<file path="src/rtl/iram_program_loader.sv">
// IRAM program loader: streams words into the core IRAM, then runs the core.
// Define LOADER_READBACK_EN to verify every written word through iram_rdata.
module iram_program_loader #(
  parameter int IRAM_DEPTH    = 16,
  parameter int RUN_W         = 16,
  parameter int RELEASE_DELAY = 2,
  localparam int SEL_W        = $clog2(IRAM_DEPTH),
  localparam int CNT_W        = SEL_W + 1,
  localparam int RD_W         = $clog2(RELEASE_DELAY + 1)
) (
  input  logic             clk,
  input  logic             rst,
  input  logic             start,
  input  logic             abort,
  input  logic [RUN_W-1:0] run_cycles,
  input  logic             in_valid,
  output logic             in_ready,
  input  logic [31:0]      in_data,
  input  logic             in_last,
  output logic             iram_we,
  output logic [SEL_W-1:0] iram_sel,
  output logic [31:0]      iram_wdata,
  input  logic [31:0]      iram_rdata,
  output logic             core_rst_n,
  output logic             busy,
  output logic             done,
  output logic [CNT_W-1:0] load_count,
  output logic             trunc,
  output logic             verify_err
);

  typedef enum logic [2:0] {
    S_IDLE,
    S_LOAD,
    S_RELEASE,
    S_RUN,
    S_DONE
  } state_e;

  state_e           state_q, state_d;
  logic             we_q, we_d;
  logic [SEL_W-1:0] sel_q, sel_d;
  logic [31:0]      wdata_q, wdata_d;
  logic [CNT_W-1:0] cnt_q, cnt_d;
  logic [RUN_W-1:0] budget_q, budget_d;
  logic [RUN_W-1:0] run_q, run_d;
  logic [RD_W-1:0]  rel_q, rel_d;
  logic             done_q, done_d;
  logic             trunc_q, trunc_d;
  logic             hs;

`ifdef LOADER_READBACK_EN
  logic chk_q, chk_d;
  logic verr_q, verr_d;
  logic mismatch, pending;

  // No accept during a write pulse, so sel is stable for the next-cycle compare
  assign in_ready   = (state_q == S_LOAD) && !we_q;
  assign mismatch   = chk_q && (iram_rdata != wdata_q);
  assign pending    = we_q || chk_q;
  assign verify_err = verr_q;
`else
  logic unused_rdata;

  assign unused_rdata = ^iram_rdata;
  assign in_ready     = (state_q == S_LOAD);
  assign verify_err   = 1'b0;
`endif

  assign hs         = in_valid && in_ready;
  assign iram_we    = we_q;
  assign iram_sel   = sel_q;
  assign iram_wdata = wdata_q;
  assign core_rst_n = (state_q == S_RUN);
  assign busy       = (state_q == S_LOAD) ||
                      (state_q == S_RELEASE) ||
                      (state_q == S_RUN);
  assign done       = done_q;
  assign load_count = cnt_q;
  assign trunc      = trunc_q;

  always_comb begin
    state_d  = state_q;
    we_d     = 1'b0;
    sel_d    = sel_q;
    wdata_d  = wdata_q;
    cnt_d    = cnt_q;
    budget_d = budget_q;
    run_d    = run_q;
    rel_d    = rel_q;
    done_d   = done_q;
    trunc_d  = trunc_q;
`ifdef LOADER_READBACK_EN
    chk_d    = 1'b0;
    verr_d   = verr_q;
`endif
    if (abort) begin
      state_d = S_IDLE;
      done_d  = 1'b0;
    end else begin
`ifdef LOADER_READBACK_EN
      chk_d = we_q;
`endif
      unique case (state_q)
        S_IDLE, S_DONE: begin
          if (start) begin
            state_d  = S_LOAD;
            done_d   = 1'b0;
            trunc_d  = 1'b0;
            cnt_d    = '0;
            budget_d = run_cycles;
`ifdef LOADER_READBACK_EN
            verr_d   = 1'b0;
`endif
          end
        end
        S_LOAD: begin
          rel_d = '0;
          if (hs) begin
            we_d    = 1'b1;
            sel_d   = cnt_q[SEL_W-1:0];
            wdata_d = in_data;
            cnt_d   = cnt_q + CNT_W'(1);
            if (in_last) begin
              state_d = S_RELEASE;
            end else if (cnt_q == CNT_W'(IRAM_DEPTH - 1)) begin
              state_d = S_RELEASE;
              trunc_d = 1'b1;
            end
          end
        end
        S_RELEASE: begin
`ifdef LOADER_READBACK_EN
          if (!pending)
`endif
          begin
            if (rel_q == RD_W'(RELEASE_DELAY - 1)) begin
              state_d = S_RUN;
              run_d   = budget_q;
            end else begin
              rel_d = rel_q + RD_W'(1);
            end
          end
        end
        S_RUN: begin
          // A zero budget free-runs until abort
          if (budget_q != '0) begin
            run_d = run_q - RUN_W'(1);
            if (run_q == RUN_W'(1)) begin
              state_d = S_DONE;
              done_d  = 1'b1;
            end
          end
        end
        default: ;
      endcase
`ifdef LOADER_READBACK_EN
      if (mismatch && ((state_q == S_LOAD) || (state_q == S_RELEASE))) begin
        state_d = S_DONE;
        done_d  = 1'b1;
        verr_d  = 1'b1;
        we_d    = 1'b0;
        chk_d   = 1'b0;
        sel_d   = sel_q;
        wdata_d = wdata_q;
        cnt_d   = cnt_q;
        trunc_d = trunc_q;
      end
`endif
    end
  end

  always_ff @(posedge clk or posedge rst) begin
    if (rst) begin
      state_q  <= S_IDLE;
      we_q     <= 1'b0;
      sel_q    <= '0;
      wdata_q  <= '0;
      cnt_q    <= '0;
      budget_q <= '0;
      run_q    <= '0;
      rel_q    <= '0;
      done_q   <= 1'b0;
      trunc_q  <= 1'b0;
    end else begin
      state_q  <= state_d;
      we_q     <= we_d;
      sel_q    <= sel_d;
      wdata_q  <= wdata_d;
      cnt_q    <= cnt_d;
      budget_q <= budget_d;
      run_q    <= run_d;
      rel_q    <= rel_d;
      done_q   <= done_d;
      trunc_q  <= trunc_d;
    end
  end

`ifdef LOADER_READBACK_EN
  always_ff @(posedge clk or posedge rst) begin
    if (rst) begin
      chk_q  <= 1'b0;
      verr_q <= 1'b0;
    end else begin
      chk_q  <= chk_d;
      verr_q <= verr_d;
    end
  end
`endif

endmodule

</file>
<file path="config.mk">
export PLATFORM = sky130hd
export DESIGN_NAME = iram_program_loader
export DESIGN_NICKNAME = d
export VERILOG_FILES = /design/src/rtl/iram_program_loader.sv
export SDC_FILE = /design/constraint.sdc
export NUM_CORES = 1
export LEC_CHECK = 0
export ABC_AREA = 1
export CORE_ASPECT_RATIO = 1.5
export CORE_MARGIN = 3
export CORE_UTILIZATION = 35
export DETAILED_ROUTE_END_ITERATION = 7
export PLACE_DENSITY = 0.75
export SETUP_SLACK_MARGIN = 0.4
export SKIP_LAST_GASP = 1
export SLEW_MARGIN = 20
export SYNTH_ARGS = -nofsm -noshare
export SYNTH_HDL_FRONTEND = slang
export SYNTH_SLANG_ARGS = --single-unit
export TNS_END_PERCENT = 30
</file>
<file path="constraint.sdc">
create_clock -name clk -period 3.35 [get_ports clk]
set_input_delay 0.5025 -clock clk [delete_from_list [all_inputs] [get_ports clk]]
set_output_delay 0.5025 -clock clk [all_outputs]
set_load 0.05 [all_outputs]
</file>
After elaboration in Yosys (flattened, before gate mapping) --
Index checks and enable logic that the tools add are counted.
Word-level totals: register bits 81, bits of input ports 86, output and inout port bits 48
Operators by class: $add $sub $neg 3, equality and inequality tests 20, mux-type cells 29, bitwise logic cells 1, reductions and logical operators 19
Operators with widths (count):
- $mux W16 | 2
- $pmux W16 S2 | 1
- $mux W3 | 8
- $eq A16 B1 Y1 const B | 1
- $reduce_bool A16 Y1 | 1
- $sub A16 B1 Y16 const B | 1
- $ne A3 B2 Y1 const B | 4
- $pmux W3 S4 | 1
- $reduce_and A4 Y1 | 3
- $mux W1 | 10
- $mux W5 | 2
- $pmux W5 S2 | 1
- $reduce_and A3 Y1 | 3
- $ne A2 B1 Y1 const B | 4
- $reduce_and A7 Y1 | 1
- $eq A3 B2 Y1 const B | 2
- $ne A2 B2 Y1 const B | 3
- $reduce_and A6 Y1 | 1
- $reduce_bool A2 Y1 | 3
- $add A5 B1 Y5 const B | 1
- $eq A5 B4 Y1 const B | 1
- $reduce_bool A5 Y1 | 1
- $ne A4 B2 Y1 const B | 1
- $pmux W1 S2 | 2
- other kinds (13) | 14

Depth between registers and ports, before layout --
word-level depth 6, gate-level depth with buffers 11, mapped depth without buffers 11

Worst setup path before layout --
Ideal clock, no wire load.
path kind reg2reg, start reg cnt_q[0] (netlist: load_count[0]), end reg state_q[0], arrival 1.763 ns, slack 1.470 ns, cell stages (with the launch flop) 12, buffers on the path 0, path through dfrtp_1 -> ha_1 -> nand2_1 -> nor2_1 -> ha_1 -> nor2_1 -> nor2_1 -> nor3_1 -> nor2_2 -> nand3_1 -> nand2_1 -> nand2_1
Between the ends: word-level cells in the longest chain between the ends 3
RTL lines:
- start: declaration | RTL line 44 | logic [CNT_W-1:0] cnt_q, cnt_d;
- start signal: assignment | RTL line 190 | cnt_q <= cnt_d;
- $eq A5 B4 Y1 | RTL line 126 | end else if (cnt_q == CNT_W'(IRAM_DEPTH - 1)) begin
- $ne A4 B2 Y1 (no line)
- $reduce_and A7 Y1 (no line)
- end signal: assignment | RTL line 186 | state_q <= state_d;
- end: declaration | RTL line 40 | state_e state_q, state_d;
Every way passes these cells. A chain may end at the register's enable or synchronous reset.

Worst setup path in the final report --
start reg state_q[1], end out in_ready
Between the ends: word-level cells in the longest chain between the ends 1
RTL lines:
- $eq A3 B1 Y1 | RTL line 66 | assign in_ready = (state_q == S_LOAD);
- end: declaration | RTL line 17 | output logic in_ready,
Every way passes these cells.

==> Flow_metrics.wiki <==
{| class="wikitable"
! Metric !! Value
|-
| Core area || 11100 sq um
|-
| Maximum clock frequency || just under 0.4 GHz
|-
| Gpl congestion || 0.886
|-
| Remaining number of nets flagged by the antenna check after routing || 0
|-
| Final hold slack || roughly 0.47 ns
|-
| Average wire per standard cell || 13.3 um
|-
| Antenna violations before repair || 0
|-
| Clk slew on worst S/H paths || ~0.060 ns
|-
| H-Tree Depth || 3
|-
| Compound-cell area share of the yosys netlist || 6.56%
|-
| Worst reg-to-reg setup slack || 1.50 ns
|-
| Residual overflow from global routing || 0
|-
| Family with the most delay on the worst path || buffers and inverters
|-
| Predominant post-synthesis flop cell || sky130_fd_sc_hd__dfrtp_1
|-
| GR Util All Layers || 17.8%
|-
| Clock latency at the later pin of the worst-skew pair || 0.34 ns
|-
| Number of max-slew violations in the final report || 0
|-
| Worst setup EP type || output port
|-
| Setup slack at placement || between 1 and 1.5 ns
|-
| CTS Buf Count || 9
|-
| CP Max Fanout || 5
|-
| Cells after synthesis || 528
|-
| Final setup violation count || 0
|-
| MaxCap Viol Count || 0
|-
| Sequential fraction of the synthesis area || 50.8%
|-
| Setup TNS Final || 0 ns
|-
| Worst path slowest cell || sky130_fd_sc_hd__clkdlybuf4s50_1
|-
| Number of buffers inserted by hold repair at cts || 0
|-
| Number of global-route vias before repair || 3906
|-
| Area delta synth->final || 35.8%
|-
| Leakage power summed over all cells || roughly 2.7 nW
|-
| Number of synthesized flops with an enable pin || 0
|-
| Unrepaired setup endpoints after global routing || no
|-
| Final setup skew || 0.0115 ns
|-
| Total instance count after detailed placement || ~760
|-
| Number of buffers and inverters on the critical path || 3
|-
| Cells along the critical path || inv_1, nand3_2, inv_1, clkdlybuf4s50_1
|-
| Instance area at placement || a little over 5000 sq um
|-
| # rows || 47
|-
| Share of flip-flops with an asynchronous set or reset after synthesis || 100%
|-
| Share of synthesized area spent on multiplexers || 0.251%
|-
| Number of sinks driven by the clock tree || 81
|-
| Width of the die || 93.2 um
|-
| Clock tree from TritonCTS || done
|-
| Area of the die || 12700 sq um
|-
| Commonest non-fill, non-tap cell in the layout || sky130_fd_sc_hd__nand2_1
|-
| Count of cells resized by post-cts repair || 0
|-
| Crit path arrival time || 2.06 ns
|-
| Synthesis warning total || 0
|-
| Critical path startpoint category || flop
|-
| Layout Nets || approximately 720
|-
| Path class of the lowest-slack min-delay path || primary input to async pin
|-
| Adder and majority gate portion of the synthesized area || 1.57%
|-
| WP data required || 2.85 ns
|-
| Antenna diode count || 0
|-
| Global-route wire length before repair || 18.0 mm
|-
| Number of detailed-route iterations in the first pass || 4
|-
| Power density relative to cell area || between 1000 and 1500 nW/um^2
|-
| Crit path top cell by count || sky130_fd_sc_hd__inv_1
|-
| Port-buffer cells || 100
|-
| Setup ws final || 0.786 ns
|-
| Total power || 5.66 mW
|-
| Post-synthesis share of cell area spent on xor and xnor gates || 0.220%
|-
| Filler-free cell count of the finished design || 780
|-
| Total wire length after detailed routing || 10.4 mm
|-
| Dpl hpwl || 7.72 mm
|-
| Number of hold violations in the final report || 0
|-
| Final period demand of the worst path || 2.56 ns
|-
| Number of flip-flops and latches in the synthesized netlist || 81
|-
| Post-Syn Area per Cell || 7.55 sq um
|-
| Worst-case headroom to the max-slew limit || 63.5%
|-
| Largest family of logic cells by synthesized area || simple AND/OR/NAND/NOR gates
|-
| Post-Synth Simple-Gate Area || 33.8%
|-
| Violation count after the first detailed-route iteration || ~130
|-
| Fraction of layout cells with a size suffix above 1 || 6.16%
|-
| Net count after synthesis || 619
|-
| Top library cells by usage in the layout, fill and taps aside || sky130_fd_sc_hd__nand2_1 (235), sky130_fd_sc_hd__clkdlybuf4s50_1 (100), sky130_fd_sc_hd__dfrtp_1 (81)
|-
| Cell area after technology mapping || 3990 sq um
|-
| Per-cell via count in the routed design || approximately 4.8
|-
| Clock root buffer || sky130_fd_sc_hd__clkbuf_16
|-
| Vias || about 3700
|-
| Number of remaining DRC errors || 0
|-
| Setup repair bufs after CTS || 0
|-
| Slew at the pin closest to its max-slew limit || between 0.5 and 0.6 ns
|-
| Maximum number of pins on one net before global-route repair || 40
|-
| Effective utilization at floorplan || 35.9%
|-
| Number of distinct standard cells referenced by the synthesized netlist || 33
|-
| Period utilisation layout || 76.5%
|-
| Finished layout cell area || roughly 5400 sq um
|-
| Ports placed on the boundary || about 130
|-
| Finished Core Util || 48.7%
|-
| Die height || 137 um
|-
| Path type of the worst setup path || flop to output port
|-
| Peak supply drop || 0.000627 V
|-
| Worst stage delay on the critical path || around 0.86 ns
|-
| Outcome || complete, no violations
|-
| Number of buffers on the longest clock path || 2
|}
## path summary, 6_finish.rpt
check,startpoint,to,depth (start not counted)
min reg2reg,run_q[15]$_DFFE_PP0P_,run_q[15]$_DFFE_PP0P_,2
max in group asynchronous,rst,iram_wdata[17]$_DFFE_PP0P_,3
max reg2reg,state_q[0]$_DFFE_PP0P_,state_q[0]$_DFFE_PP0P_,9
max,state_q[1]$_DFFE_PP0P_,in_ready,4
min in group clk,run_q[15]$_DFFE_PP0P_,run_q[15]$_DFFE_PP0P_,2
min,rst,load_count[2]$_DFFE_PP0P_,2
## state kept, by name, summed over array words and instances (netlist names)
signal and count:
done 1, trunc 1, run_q 16, iram_wdata 32, budget_q 16, iram_we 1
rel_q 2, load_count 5, state_q 3, iram_sel 4
## cell families after synthesis
logic type,Yosys count
xor gates and xnor gates,1
muxes,1
adders and majority gates,5
and+or+nand+nor,333
buffers and inverters,58
DFF,81
other,1
AOI/OAI and AO/OA,48
## final cells by class
cell class	count	area, sq um
fillers	1074	5700
inverters	41	158
clock buffers	11	253
clock inverters	5	53.8
repair buffers	106	1050
multi-input cells	389	1700
well taps	147	184
flip-flops and latches	81	2030
## routing by layer
metal	part of all wire (%)	global-route usage, %
met5	0	0
met2	51	31.0
met3	8.3	6.33
met4	3.0	7.91
met1	38	19.4
## cells in the mapped netlist, types with 2 or more instances
cell type | number | area, sq um
sky130_fd_sc_hd__buf_6 | 3 | 33.8
sky130_fd_sc_hd__nor2_1 | 60 | 225
sky130_fd_sc_hd__inv_1 | 35 | 131
sky130_fd_sc_hd__nand3_1 | 18 | 90.1
sky130_fd_sc_hd__o21ai_0 | 20 | 100
sky130_fd_sc_hd__o21ai_1 | 10 | 50.1
sky130_fd_sc_hd__o31ai_1 | 2 | 15.0
sky130_fd_sc_hd__nand3b_1 | 2 | 15.0
sky130_fd_sc_hd__nor2_2 | 2 | 12.5
sky130_fd_sc_hd__a21oi_1 | 10 | 50.1
sky130_fd_sc_hd__ha_1 | 5 | 62.6
sky130_fd_sc_hd__inv_2 | 5 | 18.8
sky130_fd_sc_hd__buf_2 | 10 | 50.1
sky130_fd_sc_hd__o21a_1 | 2 | 15.0
sky130_fd_sc_hd__dfrtp_1 | 81 | 2030
sky130_fd_sc_hd__nand2_1 | 235 | 882
sky130_fd_sc_hd__nor3_1 | 3 | 15.0
sky130_fd_sc_hd__nor2_4 | 2 | 22.5
sky130_fd_sc_hd__nand4_1 | 7 | 43.8
sky130_fd_sc_hd__buf_4 | 3 | 22.5
## power breakdown
group          switching (mW)  internal (mW)
clock                   0.396          0.615
combinational            1.94          0.941
sequential              0.334           1.43
total                    2.67           2.99
(Power assumes the default switching activity.)
